File: config.mk
export PLATFORM = sky130hd
export DESIGN_NAME = cfg_master
export DESIGN_NICKNAME = d
export VERILOG_FILES = /design/src/rtl/cfg_pkg.sv /design/src/rtl/cfg_uart_rx_byte.sv /design/src/rtl/cfg_master.sv
export SDC_FILE = /design/constraint.sdc
export NUM_CORES = 1
export LEC_CHECK = 0
export CORE_ASPECT_RATIO = 0.9
export CORE_MARGIN = 4
export CORE_UTILIZATION = 50
export CTS_CLUSTER_DIAMETER = 80
export DETAILED_ROUTE_END_ITERATION = 8
export PLACE_DENSITY = 0.75
export SETUP_SLACK_MARGIN = 0.1
export SLEW_MARGIN = 20
export SYNTH_ARGS = -nofsm -noshare
export SYNTH_HDL_FRONTEND = slang
export SYNTH_SLANG_ARGS = --single-unit
File: constraint.sdc
create_clock -name clk -period 1.8 [get_ports clk]
set_input_delay 0.18 -clock clk [delete_from_list [all_inputs] [get_ports clk]]
set_output_delay 0.18 -clock clk [all_outputs]
set_load 0.03 [all_outputs]
File: src/rtl/cfg_pkg.sv
// Shared constants and FSM state encoding for the bench-side config UART master.
package cfg_pkg;

    localparam int          BIT_CLKS_DEF = 434;
    localparam logic [15:0] POSACK       = 16'h0A5A;
    localparam logic [15:0] NEGACK       = 16'h05A5;
    localparam int          CMD_HI       = 23;
    localparam int          CMD_LO       = 16;

    typedef enum logic [1:0] {
        ST_IDLE,
        ST_START,
        ST_DATA,
        ST_STOP
    } uart_st_e;

endpackage

File: src/rtl/cfg_uart_rx_byte.sv
// 8N1 byte receiver: 2-flop synchronizer, mid-bit start validation, LSB-first shift.
module cfg_uart_rx_byte
    import cfg_pkg::*;
#(
    parameter int BIT_CLKS = BIT_CLKS_DEF
) (
    input  logic       clk,
    input  logic       rst_n,
    input  logic       rx,
    output logic [7:0] rx_data,
    output logic       byte_vld,
    output logic       frm_err
);

    localparam int             CW   = $clog2(BIT_CLKS);
    localparam logic [CW-1:0]  LAST = CW'(BIT_CLKS - 1);
    localparam logic [CW-1:0]  HALF = CW'(BIT_CLKS / 2 - 1);

    uart_st_e      st, st_nxt;
    logic          sync1, sync2, prev;
    logic [CW-1:0] cnt;
    logic [2:0]    bit_idx;
    logic [7:0]    shreg;
    logic          cnt_rst, do_shift, vld_d, err_d;

    assign rx_data = shreg;

    always_comb begin
        st_nxt   = st;
        cnt_rst  = 1'b0;
        do_shift = 1'b0;
        vld_d    = 1'b0;
        err_d    = 1'b0;
        case (st)
            ST_IDLE: begin
                cnt_rst = 1'b1;
                if (prev && !sync2) st_nxt = ST_START;
            end
            // Resample half a bit in; a high line means the edge was a glitch.
            ST_START: begin
                if (cnt == HALF) begin
                    cnt_rst = 1'b1;
                    st_nxt  = sync2 ? ST_IDLE : ST_DATA;
                end
            end
            ST_DATA: begin
                if (cnt == LAST) begin
                    cnt_rst  = 1'b1;
                    do_shift = 1'b1;
                    if (bit_idx == 3'd7) st_nxt = ST_STOP;
                end
            end
            ST_STOP: begin
                if (cnt == LAST) begin
                    st_nxt = ST_IDLE;
                    vld_d  = sync2;
                    err_d  = !sync2;
                end
            end
            default: st_nxt = ST_IDLE;
        endcase
    end

    always_ff @(posedge clk) begin
        if (rst_n) begin
            st       <= ST_IDLE;
            sync1    <= 1'b1;
            sync2    <= 1'b1;
            prev     <= 1'b1;
            cnt      <= '0;
            bit_idx  <= '0;
            shreg    <= '0;
            byte_vld <= 1'b0;
            frm_err  <= 1'b0;
        end else begin
            st       <= st_nxt;
            sync1    <= rx;
            sync2    <= sync1;
            prev     <= sync2;
            cnt      <= cnt_rst ? '0 : cnt + 1'b1;
            byte_vld <= vld_d;
            frm_err  <= err_d;
            if (st == ST_START) bit_idx <= '0;
            if (do_shift) begin
                shreg   <= {sync2, shreg[7:1]};
                bit_idx <= bit_idx + 3'd1;
            end
        end
    end

endmodule

File: src/rtl/cfg_master.sv
// Config link host stand-in: sends 3-byte command frames on TX_C, assembles
// the 2-byte core response from RX_C.
module cfg_master
    import cfg_pkg::*;
#(
    parameter int BIT_CLKS = BIT_CLKS_DEF
) (
    input  logic        clk,
    input  logic        rst_n,
    input  logic [23:0] cmd_data,
    input  logic        snd_frm,
    output logic        TX_C,
    input  logic        RX_C,
    output logic [15:0] resp,
    output logic        rsp_rdy
);

    localparam int            CW   = $clog2(BIT_CLKS);
    localparam logic [CW-1:0] LAST = CW'(BIT_CLKS - 1);

    uart_st_e      tx_st, tx_nxt;
    logic [CW-1:0] tx_cnt;
    logic [2:0]    tx_bit;
    logic [1:0]    tx_byte;
    logic [23:0]   cmd_lat;
    logic [7:0]    cur_byte;
    logic          accept, tx_tick, cnt_rst, bit_inc, byte_inc;

    logic [7:0]    rx_data;
    logic          byte_vld, frm_err, rx_idx;
    logic [7:0]    resp_hi;

    assign accept  = (tx_st == ST_IDLE) && snd_frm;
    assign tx_tick = (tx_cnt == LAST);

    always_comb begin
        case (tx_byte)
            2'd0:    cur_byte = cmd_lat[CMD_HI:CMD_LO];
            2'd1:    cur_byte = cmd_lat[15:8];
            default: cur_byte = cmd_lat[7:0];
        endcase
    end

    always_comb begin
        tx_nxt   = tx_st;
        cnt_rst  = 1'b0;
        bit_inc  = 1'b0;
        byte_inc = 1'b0;
        TX_C     = 1'b1;
        case (tx_st)
            ST_IDLE: begin
                cnt_rst = 1'b1;
                if (snd_frm) tx_nxt = ST_START;
            end
            ST_START: begin
                TX_C = 1'b0;
                if (tx_tick) begin
                    cnt_rst = 1'b1;
                    tx_nxt  = ST_DATA;
                end
            end
            ST_DATA: begin
                TX_C = cur_byte[tx_bit];
                if (tx_tick) begin
                    cnt_rst = 1'b1;
                    bit_inc = 1'b1;
                    if (tx_bit == 3'd7) tx_nxt = ST_STOP;
                end
            end
            // Bytes run back-to-back: STOP goes straight into the next START.
            ST_STOP: begin
                if (tx_tick) begin
                    cnt_rst = 1'b1;
                    if (tx_byte == 2'd2) begin
                        tx_nxt = ST_IDLE;
                    end else begin
                        byte_inc = 1'b1;
                        tx_nxt   = ST_START;
                    end
                end
            end
            default: tx_nxt = ST_IDLE;
        endcase
    end

    always_ff @(posedge clk) begin
        if (rst_n) begin
            tx_st   <= ST_IDLE;
            tx_cnt  <= '0;
            tx_bit  <= '0;
            tx_byte <= '0;
            cmd_lat <= '0;
        end else begin
            tx_st  <= tx_nxt;
            tx_cnt <= cnt_rst ? '0 : tx_cnt + 1'b1;
            if (bit_inc)  tx_bit  <= tx_bit + 3'd1;
            if (byte_inc) tx_byte <= tx_byte + 2'd1;
            if (accept) begin
                cmd_lat <= cmd_data;
                tx_bit  <= '0;
                tx_byte <= '0;
            end
        end
    end

    cfg_uart_rx_byte #(.BIT_CLKS(BIT_CLKS)) u_rx (
        .clk      (clk),
        .rst_n    (rst_n),
        .rx       (RX_C),
        .rx_data  (rx_data),
        .byte_vld (byte_vld),
        .frm_err  (frm_err)
    );

    // A new command restarts response assembly; a framing error drops any half word.
    always_ff @(posedge clk) begin
        if (rst_n) begin
            rx_idx  <= 1'b0;
            resp_hi <= '0;
            resp    <= '0;
            rsp_rdy <= 1'b0;
        end else if (accept) begin
            rx_idx  <= 1'b0;
            rsp_rdy <= 1'b0;
        end else if (frm_err) begin
            rx_idx  <= 1'b0;
        end else if (byte_vld) begin
            if (!rx_idx) begin
                resp_hi <= rx_data;
                rx_idx  <= 1'b1;
            end else begin
                resp    <= {resp_hi, rx_data};
                rsp_rdy <= 1'b1;
                rx_idx  <= 1'b0;
            end
        end
    end

endmodule

; ---- After elaboration in Yosys (flattened, before gate mapping)
; Index checks and enable logic that the tools add are counted.
[totals]
ff_bits = 93
input_bits = 28
wordCells = 101
[classes]
bitwise = 5
n_eq_ne = 23
muxes = 31
reduce_logical = 18
addsub = 5
order_cmp = 1
[ops]
columns = cell, n
row1 = $mux W2, 11
row2 = $add A9 B1 Y9 const B, 2
row3 = $eq A9 B9 Y1 const B, 2
row4 = $pmux W2 S4, 2
row5 = $pmux W8 S2, 1
row6 = $mux W1, 11
row7 = $eq A2 B2 Y1 const B, 5
row8 = $ne A2 B1 Y1 const B, 5
row9 = $ne A2 B2 Y1 const B, 5
row10 = $reduce_and A5 Y1, 2
row11 = $eq A9 B8 Y1 const B, 1
row12 = $reduce_or A3 Y1, 3
row13 = $reduce_and A4 Y1, 2
row14 = $add A3 B1 Y3 const B, 2
row15 = $eq A2 B1 Y1 const B, 3
row16 = $eq A3 B3 Y1 const B, 2
row17 = $logic_not A2 Y1, 3
row18 = $mux W3, 2
row19 = $reduce_or A2 Y1, 3
row20 = $not A1 Y1, 5
row21 = $lt A3 B4 Y1 const B, 1
row22 = $pmux W1 S2, 2
row23 = $bmux W1 S3, 1
row24 = $pmux W1 S3, 1
row25 = other kinds (5), 6

; ---- Logic depth before layout (Yosys ltp)
[depth]
word_depth = 5
depth_mapped = 8

; ---- By module
; Synthesis repeated with hierarchy kept, for this count alone.
[unflattened]
hier_cells = 468
area_unflattened_um2 = 4052.6
[modules_own_cells]
columns = module, n_inst, area_per_inst_um2, cells_each
row1 = cfg_master, 1, 2866.5, 344
row2 = cfg_uart_rx_byte, 1, 1186.1, 124

; ---- Least setup slack after synthesis
; OpenSTA, ideal clock, no wires.
[synth_timing]
path_kind = reg2out
from = register tx_byte[1]
to = output TX_C
stages_incl_launch_ff = 8
t_arrival_ns = 1.788
t_required_ns = 1.620
path_slack_ns = -0.168
n_path_buf = 1
path_cell_list = dfxtp_1 inv_1 ha_1 clkbuf_1 a21oi_1 a311oi_1 o221ai_1 o221ai_1
[synth_between]
elab_chain_len = 5
[synth_rtl]
columns = element, line
row1 = from (decl), cfg_master.sv:24  ; logic [1:0] tx_byte;
row2 = from (signal assigned), cfg_master.sv:97  ; if (byte_inc) tx_byte <= tx_byte + 2'd1;
row3 = $eq A2 B1 Y1 or $logic_not A2 Y1 (tied branches), cfg_master.sv:37  ; case (tx_byte)
row4 = $pmux W8 S2 (*), cfg_master.sv:37
row5 = $bmux W1 S3 (*), cfg_master.sv:63  ; TX_C = cur_byte[tx_bit];
row6 = $mux W1 (implied by the code) (*), cfg_master.sv:63
row7 = $pmux W1 S2 (*), cfg_master.sv:50  ; case (tx_st)
row8 = to (decl), cfg_master.sv:12  ; output logic TX_C,
; Mark *: on every way between the ends. The rest lies on a longest branch, timed or not. The select of a mux whose other input is x is not followed.

; ---- Worst setup path in the final report
; Ends and elaborated chain as after synthesis.

==> impl_metrics.env <==
export IMPL_hold_violations=0
export IMPL_dp_cells=603
export IMPL_maxCapViolCount=0
export IMPL_final_common_cell="nand2_1"
export IMPL_skew_ns=0.00735
export IMPL_startpoint="tx_byte[1]"
export IMPL_diodes=0
export IMPL_first_pass_iters=4
export IMPL_ys_warn_count=0
export IMPL_ant_nets=0
export IMPL_dieArea_um2=9590
export IMPL_gp_congestion=0.940
export IMPL_worst_pin_slew_ns=0.493
export IMPL_synthArstFlopShare=0
export IMPL_grt_pass1_vias=3186
export IMPL_worst_r2r_endpoint="u_rx.rx_data[4]"
export IMPL_grt_pass1_wl_um=14200
export IMPL_ys_types=51
export IMPL_post_route_util=0.658
export IMPL_cts_buffers=9
export IMPL_tritoncts="done"
export IMPL_critical_path_arrival_ns=1.90
export IMPL_ys_seq_area_frac=0.460
export IMPL_finalInstanceArea_um2=5060
export IMPL_fmax_ghz=0.482
export IMPL_num_vias=3266
export IMPL_drt_wl_total_um=8440
export IMPL_rsz0062_at_grt="true"
export IMPL_final_nets=565
export IMPL_endpoint_kind="primary output"
export IMPL_h_tree_depth=3
export IMPL_postCtsHoldBufs=0
export IMPL_post_route_period_util=1.15
export IMPL_final_cell_mix="nand2_1 (96), dfxtp_1 (86), a21oi_1 (46)"
export IMPL_die_h_um=93.3
export IMPL_routed_via_density=5.26
export IMPL_synthTopCellsByArea="dfxtp_1 (46%), nand2_1 (9.1%), a21oi_1 (5.7%), ha_1 (5.3%), mux2i_1 (4.5%)"
export IMPL_p_leak_nw=1.88
export IMPL_synth_nets=510
export IMPL_synth_top_area_cell="dfxtp_1"
export IMPL_synth_edf_count=0
export IMPL_grt_max_degree=38
export IMPL_p_per_area_nw_per_um2=949
export IMPL_period_needed_ns=2.08
export IMPL_io_pins=46
export IMPL_worstSetupPathType="flip-flop to primary output"
export IMPL_finalSetupTns_ns=-0.276
export IMPL_start_util=0.526
export IMPL_final_setup_worst_slack_ns=-0.276
export IMPL_hold_ws_ns=0.127
export IMPL_synth_top_flop_cell="dfxtp_1"
export IMPL_status="finished, violations left"
export IMPL_cts_root_buffer="clkbuf_8"
export IMPL_dp_hpwl_um=5790
export IMPL_synth_area_um2=4040
export IMPL_irDropWorstVdd_mv=0.671
export IMPL_synth_top_area_frac=0.460
export IMPL_setup_violations=1
export IMPL_first_iter_violations=101
export IMPL_area_growth_syn_to_layout_pct=25.1
export IMPL_dieWidth_um=103
export IMPL_track_usage=0.182
export IMPL_clock_path_buffers=2
export IMPL_clk_latency_ns=0.36
export IMPL_clkTransAtPathRegs_ns=0.09
export IMPL_drc_errors=0
export IMPL_antenna_found_initial=0
export IMPL_postPlaceCellArea_um2=4680
export IMPL_fp_row_count=30
export IMPL_portBuffers=45
export IMPL_fp_coreArea_um2=7690
export IMPL_start_kind="flip-flop"
export IMPL_ys_ff_latch=93
export IMPL_critPathCapture="TX_C"
export IMPL_cp_max_fo=9
export IMPL_fin_cells=621
export IMPL_wl_per_cell_um=13.6
export IMPL_synthCells=465
export IMPL_clock_sinks=93
export IMPL_drv_slew=0
export IMPL_required_ns=1.62
export IMPL_r2r_cells=8
export IMPL_rr_startpoint="u_rx.cnt[1]"
export IMPL_grt_overflow=0
export IMPL_drive_gt1_frac=0.160
export IMPL_worstHoldPathType="input pin to flip-flop"
export IMPL_slew_headroom=0.671
export IMPL_synth_area_per_cell_um2=8.70
export IMPL_violations="negative setup slack"
export IMPL_r2r_slack_ns=0.15
-- registers in the layout, summed over array words and instances, names as in the netlist, named ones only --
| name | count |
|---|---|
| cmd_lat | 24 |
| resp | 16 |
| resp_hi | 8 |
| rsp_rdy | 1 |
| rx_idx | 1 |
| tx_bit | 3 |
| tx_byte | 2 |
| tx_cnt | 9 |
| tx_st | 2 |
| u_rx.bit_idx | 3 |
| u_rx.byte_vld | 1 |
| u_rx.cnt | 9 |
| u_rx.frm_err | 1 |
| u_rx.prev | 1 |
| u_rx.rx_data | 8 |
| u_rx.st | 1 |
| u_rx.sync1 | 1 |
| u_rx.sync2 | 1 |
-- worst max-delay path: stages, from the launching register on --
cell and delay [ns]:
dfxtp_2 0.34, inv_2 0.06, ha_4 0.19, and2_1 0.16, a2111o_1 0.39, o2111ai_2 0.12
o221ai_4 0.13, buf_6 0.15
-- per-layer routing --
layer | up-vias | GRT usage | wire [µm]
met3 | 9 | 0.0447 | 334
met4 | 0 | 0.0496 | 99
met1 | 1523 | 0.242 | 4170
met2 | 46 | 0.295 | 3840
li1 | 1688 | - | -
met5 | - | 0 | 0
-- final cells by class --
type,count,area [µm²]
fillers,612,2640
multi-input cells,338,2180
flip-flops and latches,93,1880
repair buffers,67,623
clock buffers,10,128
well taps,96,120
clock inverters,6,95.1
inverters,11,41.3
-- per-stage QoR --
| step | power (mW) | setup slack (ns) |
|---|---|---|
| 3_3_place_gp | 3.21 | -0.0149 |
| 2_1_floorplan | 2.96 | 0.100 |
| 6_report | 4.80 | -0.276 |
| 3_5_place_dp | 3.23 | -0.0752 |
| 5_1_grt | 5.03 | -0.338 |
| 4_1_cts | 4.78 | -0.275 |
-- timing repair --
item | in CTS | in global routing
gates cloned | 0 | 1
buffers inserted | 0 | 2
pin swaps | 2 | 12
endpoints found under the hold margin | 0 | 0
resized for setup | 15 | 26
setup endpoints to repair | 21 | 65
-- report_power, final --
part | leakage [nW] | switching [mW] | total (mW) | internal, mW
logic | 1.01 | 0.536 | 0.967 | 0.431
clock network | 0.111 | 0.737 | 1.53 | 0.798
registers | 0.758 | 0.109 | 2.30 | 2.19
-- cells by family (layout without fill, tap and decap cells) --
family	Yosys count	in the layout	share of synthesized area
DFF	93	93	0.460
xor gates and xnor gates	17	17	0.0368
and+or+nand+nor	212	213	0.252
buffers and inverters	35	94	0.0430
AOI/OAI and AO/OA	73	73	0.110
muxes	18	18	0.0446
adders and majority gates	17	17	0.0526
-- worst min-delay path by stage --
stage,from,end,slack (ns),depth (start not counted)
4_1_cts,rst_n,u_rx.sync1,0.11,2
3_5_place_dp,u_rx.sync1,u_rx.sync2,0.39,1
3_3_place_gp,u_rx.sync1,u_rx.sync2,0.40,1
2_1_floorplan,RX_C,u_rx.sync1,0.28,1
5_1_grt,rst_n,u_rx.sync1,0.14,2
6_report,rst_n,u_rx.sync1,0.13,2
-- cells in the mapped netlist, drive strengths merged, types with 4 or more instances --
| master | n |
|---|---|
| a21oi | 46 |
| and2 | 5 |
| buf | 6 |
| clkbuf | 18 |
| dfxtp | 93 |
| ha | 17 |
| inv | 11 |
| mux2i | 18 |
| nand2 | 98 |
| nand2b | 4 |
| nand3 | 14 |
| nand4 | 4 |
| nor2 | 46 |
| nor2b | 8 |
| nor3 | 5 |
| or2 | 4 |
| or4b | 5 |
| xnor2 | 7 |
| xor2 | 10 |
Power figures use the tool's default switching activity.
